`src/rtl/mips_pkg.sv`:
```
// Shared MIPS decode constants: opcodes, instruction field positions and
// the link register index used by JAL.
package mips_pkg;

    // Major opcodes (instruction bits 31:26)
    localparam logic [5:0] OP_RTYPE = 6'h00;
    localparam logic [5:0] OP_J     = 6'h02;
    localparam logic [5:0] OP_JAL   = 6'h03;
    localparam logic [5:0] OP_BEQ   = 6'h04;
    localparam logic [5:0] OP_BNE   = 6'h05;
    localparam logic [5:0] OP_ANDI  = 6'h0C;
    localparam logic [5:0] OP_ORI   = 6'h0D;
    localparam logic [5:0] OP_XORI  = 6'h0E;
    localparam logic [5:0] OP_LUI   = 6'h0F;
    localparam logic [5:0] OP_LW    = 6'h23;
    localparam logic [5:0] OP_SW    = 6'h2B;

    // Instruction field bit positions
    localparam int OP_MSB  = 31;
    localparam int OP_LSB  = 26;
    localparam int RS_MSB  = 25;
    localparam int RS_LSB  = 21;
    localparam int RT_MSB  = 20;
    localparam int RT_LSB  = 16;
    localparam int RD_MSB  = 15;
    localparam int RD_LSB  = 11;
    localparam int IMM_MSB = 15;
    localparam int TGT_MSB = 25;

    // Link register written by JAL
    localparam logic [4:0] REG_RA = 5'd31;

endpackage

```
`src/rtl/reg_file.sv`:
```
// Two-read / one-write general purpose register file.
// Register 0 reads as zero and never stores; a write to the register being
// read in the same cycle is forwarded to the read port.
module reg_file #(
    parameter int DATA_W = 32,
    parameter int REG_AW = 5
) (
    input  logic              clk,
    input  logic              reset,
    input  logic [REG_AW-1:0] i_ra1,
    input  logic [REG_AW-1:0] i_ra2,
    output logic [DATA_W-1:0] o_rd1,
    output logic [DATA_W-1:0] o_rd2,
    input  logic              i_we,
    input  logic [REG_AW-1:0] i_wa,
    input  logic [DATA_W-1:0] i_wd
);

    localparam int NREG = 1 << REG_AW;

    logic [DATA_W-1:0] r_mem [0:NREG-1];
    logic              w_wr_ok;

    assign w_wr_ok = i_we && (i_wa != '0);

    // Storage: cleared on reset, written on the clock edge (never entry 0)
    always_ff @(posedge clk or posedge reset) begin
        if (reset) begin
            for (int i = 0; i < NREG; i++) r_mem[i] <= '0;
        end else if (w_wr_ok) begin
            r_mem[i_wa] <= i_wd;
        end
    end

    // Read ports with r0 hardwired and same-cycle write-through
    always_comb begin
        o_rd1 = r_mem[i_ra1];
        o_rd2 = r_mem[i_ra2];
        if (w_wr_ok && (i_wa == i_ra1)) o_rd1 = i_wd;
        if (w_wr_ok && (i_wa == i_ra2)) o_rd2 = i_wd;
        if (i_ra1 == '0) o_rd1 = '0;
        if (i_ra2 == '0) o_rd2 = '0;
    end

endmodule

```
`src/rtl/decode_stage.sv`:
```
// MIPS instruction-decode stage: IF/ID register, register-file read,
// immediate/destination decode, ID/EX register and load-use stall request.
// Optional macro DECODE_BRANCH_EN adds early branch resolution from IF/ID
// (br_taken / br_target outputs).
module decode_stage #(
    parameter int         DATA_W = 32,
    parameter int         REG_AW = 5,
    parameter logic [5:0] OP_LW  = 6'h23
) (
    input  logic              clk,
    input  logic              reset,
    input  logic [DATA_W-1:0] if_ir,
    input  logic [DATA_W-1:0] if_npc,
    input  logic              if_valid,
    input  logic              flush,
    input  logic              wb_we,
    input  logic [REG_AW-1:0] wb_addr,
    input  logic [DATA_W-1:0] wb_data,
    output logic              stall_req,
    output logic              id_valid,
    output logic [DATA_W-1:0] id_npc,
    output logic [DATA_W-1:0] id_ir,
    output logic [DATA_W-1:0] id_a,
    output logic [DATA_W-1:0] id_b,
    output logic [DATA_W-1:0] id_imm,
    output logic [REG_AW-1:0] id_dest
`ifdef DECODE_BRANCH_EN
    ,
    output logic              br_taken,
    output logic [DATA_W-1:0] br_target
`endif
);

    import mips_pkg::*;

    logic [DATA_W-1:0] r_ifid_ir;
    logic [DATA_W-1:0] r_ifid_npc;
    logic              r_ifid_valid;

    logic [5:0]        w_op;
    logic [REG_AW-1:0] w_rs, w_rt, w_rd;
    logic [15:0]       w_imm16;
    logic [DATA_W-1:0] w_sext, w_jump, w_imm, w_a, w_b;
    logic [REG_AW-1:0] w_dest;
    logic              w_rt_src;
    logic [5:0]        w_id_op;

    assign w_op    = r_ifid_ir[OP_MSB:OP_LSB];
    assign w_rs    = r_ifid_ir[RS_MSB:RS_LSB];
    assign w_rt    = r_ifid_ir[RT_MSB:RT_LSB];
    assign w_rd    = r_ifid_ir[RD_MSB:RD_LSB];
    assign w_imm16 = r_ifid_ir[IMM_MSB:0];
    assign w_sext  = {{(DATA_W-16){w_imm16[15]}}, w_imm16};
    assign w_jump  = {r_ifid_npc[DATA_W-1:DATA_W-4], r_ifid_ir[TGT_MSB:0], 2'b00};

    reg_file #(.DATA_W(DATA_W), .REG_AW(REG_AW)) u_rf (
        .clk   (clk),
        .reset (reset),
        .i_ra1 (w_rs),
        .i_ra2 (w_rt),
        .o_rd1 (w_a),
        .o_rd2 (w_b),
        .i_we  (wb_we),
        .i_wa  (wb_addr),
        .i_wd  (wb_data)
    );

    // Immediate extension, destination register and whether rt is a source
    always_comb begin
        w_imm    = w_sext;
        w_dest   = '0;
        w_rt_src = 1'b0;
        case (w_op)
            OP_RTYPE: begin
                w_dest   = w_rd;
                w_rt_src = 1'b1;
            end
            OP_ANDI, OP_ORI, OP_XORI: begin
                w_imm  = {{(DATA_W-16){1'b0}}, w_imm16};
                w_dest = w_rt;
            end
            OP_LUI: begin
                w_imm  = {w_imm16, {(DATA_W-16){1'b0}}};
                w_dest = w_rt;
            end
            OP_J: w_imm = w_jump;
            OP_JAL: begin
                w_imm  = w_jump;
                w_dest = REG_RA;
            end
            OP_BEQ, OP_BNE, OP_SW: w_rt_src = 1'b1;
            default: begin
                // remaining ALU-immediate opcodes (0x08-0x0B) and loads write rt
                if ((w_op == OP_LW) || (w_op[5:3] == 3'b001)) w_dest = w_rt;
            end
        endcase
    end

    // Load-use hazard: the load in ID/EX writes a register the IF/ID
    // instruction reads; suppressed while a flush squashes both stages
    assign w_id_op   = id_ir[OP_MSB:OP_LSB];
    assign stall_req = !flush && id_valid && (w_id_op == OP_LW) && (id_dest != '0)
                       && r_ifid_valid
                       && ((id_dest == w_rs) || (w_rt_src && (id_dest == w_rt)));

    // IF/ID register: bubble on flush, hold on stall, else capture fetch
    always_ff @(posedge clk or posedge reset) begin
        if (reset) begin
            r_ifid_ir    <= '0;
            r_ifid_npc   <= '0;
            r_ifid_valid <= 1'b0;
        end else if (flush) begin
            r_ifid_ir    <= '0;
            r_ifid_npc   <= '0;
            r_ifid_valid <= 1'b0;
        end else if (!stall_req) begin
            r_ifid_ir    <= if_ir;
            r_ifid_npc   <= if_npc;
            r_ifid_valid <= if_valid;
        end
    end

    // ID/EX register: bubble on flush, stall or empty IF/ID, else decoded fields
    always_ff @(posedge clk or posedge reset) begin
        if (reset) begin
            id_valid <= 1'b0;
            id_npc   <= '0;
            id_ir    <= '0;
            id_a     <= '0;
            id_b     <= '0;
            id_imm   <= '0;
            id_dest  <= '0;
        end else if (flush || stall_req || !r_ifid_valid) begin
            id_valid <= 1'b0;
            id_npc   <= '0;
            id_ir    <= '0;
            id_a     <= '0;
            id_b     <= '0;
            id_imm   <= '0;
            id_dest  <= '0;
        end else begin
            id_valid <= 1'b1;
            id_npc   <= r_ifid_npc;
            id_ir    <= r_ifid_ir;
            id_a     <= w_a;
            id_b     <= w_b;
            id_imm   <= w_imm;
            id_dest  <= w_dest;
        end
    end

`ifdef DECODE_BRANCH_EN
    // Early branch/jump resolution from the IF/ID instruction
    always_comb begin
        br_taken  = 1'b0;
        br_target = r_ifid_npc + (w_sext << 2);
        case (w_op)
            OP_BEQ: br_taken = (w_a == w_b);
            OP_BNE: br_taken = (w_a != w_b);
            OP_J, OP_JAL: begin
                br_taken  = 1'b1;
                br_target = w_jump;
            end
            default: br_taken = 1'b0;
        endcase
        if (!r_ifid_valid || stall_req || flush) br_taken = 1'b0;
    end
`endif

endmodule

```
`config.mk`:
```
export PLATFORM = sky130hd
export DESIGN_NAME = decode_stage
export DESIGN_NICKNAME = d
export VERILOG_FILES = /design/src/rtl/mips_pkg.sv /design/src/rtl/reg_file.sv /design/src/rtl/decode_stage.sv
export SDC_FILE = /design/constraint.sdc
export NUM_CORES = 2
export LEC_CHECK = 0
export ABC_AREA = 1
export BUFFER_PORTS_ARGS = -buffer_cell sky130_fd_sc_hd__buf_2
export CAP_MARGIN = 10
export CORE_ASPECT_RATIO = 0.7
export CORE_MARGIN = 5
export CORE_UTILIZATION = 25
export CTS_BUF_LIST = sky130_fd_sc_hd__clkbuf_4 sky130_fd_sc_hd__clkbuf_8 sky130_fd_sc_hd__clkbuf_16
export DETAILED_ROUTE_END_ITERATION = 10
export SKIP_LAST_GASP = 1
export SLEW_MARGIN = 40
export SYNTH_ARGS = -nofsm -noshare
export SYNTH_HDL_FRONTEND = slang
export SYNTH_SLANG_ARGS = --single-unit
```
`constraint.sdc`:
```
create_clock -name clk -period 55.3 [get_ports clk]
set_input_delay 2.765 -clock clk [delete_from_list [all_inputs] [get_ports clk]]
set_output_delay 2.765 -clock clk [all_outputs]
set_load 0.05 [all_outputs]
```
==> results.md <==
- Outcome: complete, no violations
- Post-cts resize count: 0
- FF-to-FF path depth: 12
- # rows: 157
- Post-synth top cells: nand2_1, o21ai_0, dfrtp_1
- Cells after Synth: 9001
- Vias in the first global route: 56.3k
- Reg2Reg Setup Slack: 51000 ps
- Crit path arrival time: 3900 ps
- Routed wire length: 259000 um
- Startpoint types: input pin
- Hold Path Depth: 0
- CTS Buf Count: 134
- Initial antenna violation count: 28
- Yosys reg bits: 1255
- Tot GR Track Use: 18.4%
- Int Pwr: 1790 uW
- DIE AREA: 273000 sq um
- Worst min path class: reg -> reg
- Pin count of the biggest net entering global routing: 192
- Layout Cells excl Fill: 12.3k
- P_leak: 0.0348 uW
- Main flop type after synthesis: dfrtp_1
- Origin of the critical flop-to-flop path: r_ifid_ir[19]
- Routed WL per cell: 21.0 um
- Multi-input gate area: 28700 sq um
- Slew HR: 34.6%
- Io pins: 273
- Slew @ Worst Pin: 981 ps
- Share of cells above drive strength 1: 8.42%
- Tot Pwr: 2580 uW
- Post-synth cell types: 26
- Top cells by area, synth: dfrtp_1, nand2_1, o21ai_0
- Dpl cell area: 69500 sq um
- Crit path capture type: output pin
- Routed Antenna Nets: 0
- Placed insts: 12.1k
- F_max: 150 MHz
- Finished Core Util: 28.5%
- Hold Fails Final Rpt: 0
- CTS max path bufs: 3
- Reg area: 31400 sq um
- Clock power share: 37.6%
- Final setup TNS: 0 ps
- Hold Path Origin: u_rf.r_mem[1020]
- Clock-pin slew on the worst setup and hold paths: 50 ps
- Worst vdd rail ir drop: 20.8 uV
- Kind of critical path: in -> out
- Skew-Pair Late Insertion Delay: 800 ps
- # Post-CTS Setup Buffers: 0
- Buffers added on ports: 272
- Ys async rst share: 100%
- Area fraction of the dominant cell type after synthesis: 47.8%
- Sw Ratio: 30.9%
- Clk root buf: clkbuf_16
- Area growth syn-to-layout: 13.3%
- Initial Util: 25.1%
- DRC Markers: 0
- Vias per cell: 5.00
- Hold Crit Endpoint: u_rf.r_mem[1020]
- Detailed Place HPWL: 144000 um
- Crit Path Max Fanout: 39
- Power per Cell Area: 34.7 nW/um^2
- Fillers: 28.4k
- Leading area contributor after synthesis: dfrtp_1
- Layout Nets: 8837
- Die Span Y: 439 um
- Core area: 261000 sq um
- Max cap viols: 0
- Syn avg cell area: 7.29 sq um
- Data required, critical path: 52540 ps
- TritonRoute pass-1 iters: 8
- First-pass GRT wire length: 384000 um
- Number of clock sinks: 1255
- Synth Warn #: 0
- Unrepaired setup endpoints after global routing: no
- # hold bufs at CTS: 0
- Number of synthesized flops with an enable pin: 0
- Comb pwr share: 17.7%
- Syn nets: 9107
- Sequential share of the synthesized area: 47.8%
- H-tree Lvls: 4
- Clk_skew: 34.6 ps
- Reg power frac: 44.7%
- DR vias: 61.8k
- Gr ovfl total: 0
- Die outline width: 622 um
- Cell with the most instances after synthesis: nand2_1
- Tcrit/Tclk final: 12.0%
- CTS tree: built
- GP Congestion: 0.819
- Tmin final: 6660 ps
- Fin. max-slew vios: 0
- Post-route cell area: 74400 sq um
- R2r endpoint: id_dest[0]
- Final Setup Violations: 0
- Mapped Area: 65600 sq um
- Net Switching: 799 uW
- Iteration-0 DRC Markers: 7853
[area by class of cell]
type | count | area share, %
flip-flops and latches | 1255 | 42.3
multi-input cells | 6287 | 38.5
well taps | 3498 | 5.88
clock buffers | 202 | 5.60
repair buffers | 392 | 3.56
inverters | 661 | 3.40
clock inverters | 39 | 0.720
diodes | 11 | 0.0370
[per-stage QoR]
stage          setup slack (ps)  hold slack (ps)
2_1_floorplan             17170              429
3_3_place_gp              48620              365
3_5_place_dp              48620              366
4_1_cts                   48610              379
5_1_grt                   48530              388
6_report                  48640              375
[sequential cells by signal (all words and copies together), names as in the netlist]
name	count
id_npc	32
r_ifid_ir	32
u_rf.r_mem	1024
id_ir	32
id_valid	1
id_b	32
id_a	32
r_ifid_npc	32
id_dest	5
id_imm	32
r_ifid_valid	1
[metal layers]
| layer | wire (um) | track usage [%] |
|---|---|---|
| met1 | 111000 | 25.5 |
| met2 | 112000 | 27.9 |
| met3 | 26100 | 4.02 |
| met4 | 9980 | 7.25 |
| met5 | 27 | 0 |
[power by group through the flow]
stage               registers, uW  clock network [uW]  logic, uW
finish                       1160                 972        457
global route                 1170                1020        523
CTS                          1150                 986        452
detailed placement           1170                   0        451
global placement             1170                   0        439
floorplan                    1160                   0        333
[cells by family (layout without fill, tap and decap cells)]
group,count (synthesis),after routing,synth area share (%)
XOR/XNOR,5,5,0.0667
other,0,11,0
AO/OA/AOI/OAI,2536,2536,20.5
AND/OR/NAND/NOR,3746,3746,22.8
flip-flops,1255,1255,47.8
buffers and inverters,1459,1294,8.79
[critical path: stages]
cell	delay, ps
buf_2	100
inv_2	50
nand4_1	90
nor2_1	200
nand2_4	270
inv_1	150
buf_2	280
[cells in the final DEF (no fill, tap or decap), types with 50 or more instances in the layout]
cell type / n
nand2_1: 2603
o21ai_0: 1520
dfrtp_1: 1245
a21oi_1: 646
inv_1: 609
nand3_1: 594
nor2_1: 486
o211ai_1: 290
buf_2: 272
clkbuf_16: 141
buf_4: 65
o21ai_1: 50
[worst max-delay path by stage]
stage                from  slack, ps   endpoint  depth (start not counted)
global route        flush      48530  stall_req                          7
global placement    flush      48620  stall_req                          7
detailed placement  flush      48620  stall_req                          7
finish              flush      48640  stall_req                          7
floorplan           reset      17170    id_a[0]                          1
CTS                 flush      48610  stall_req                          7
No activity file was read; power rests on OpenSTA's default activity.
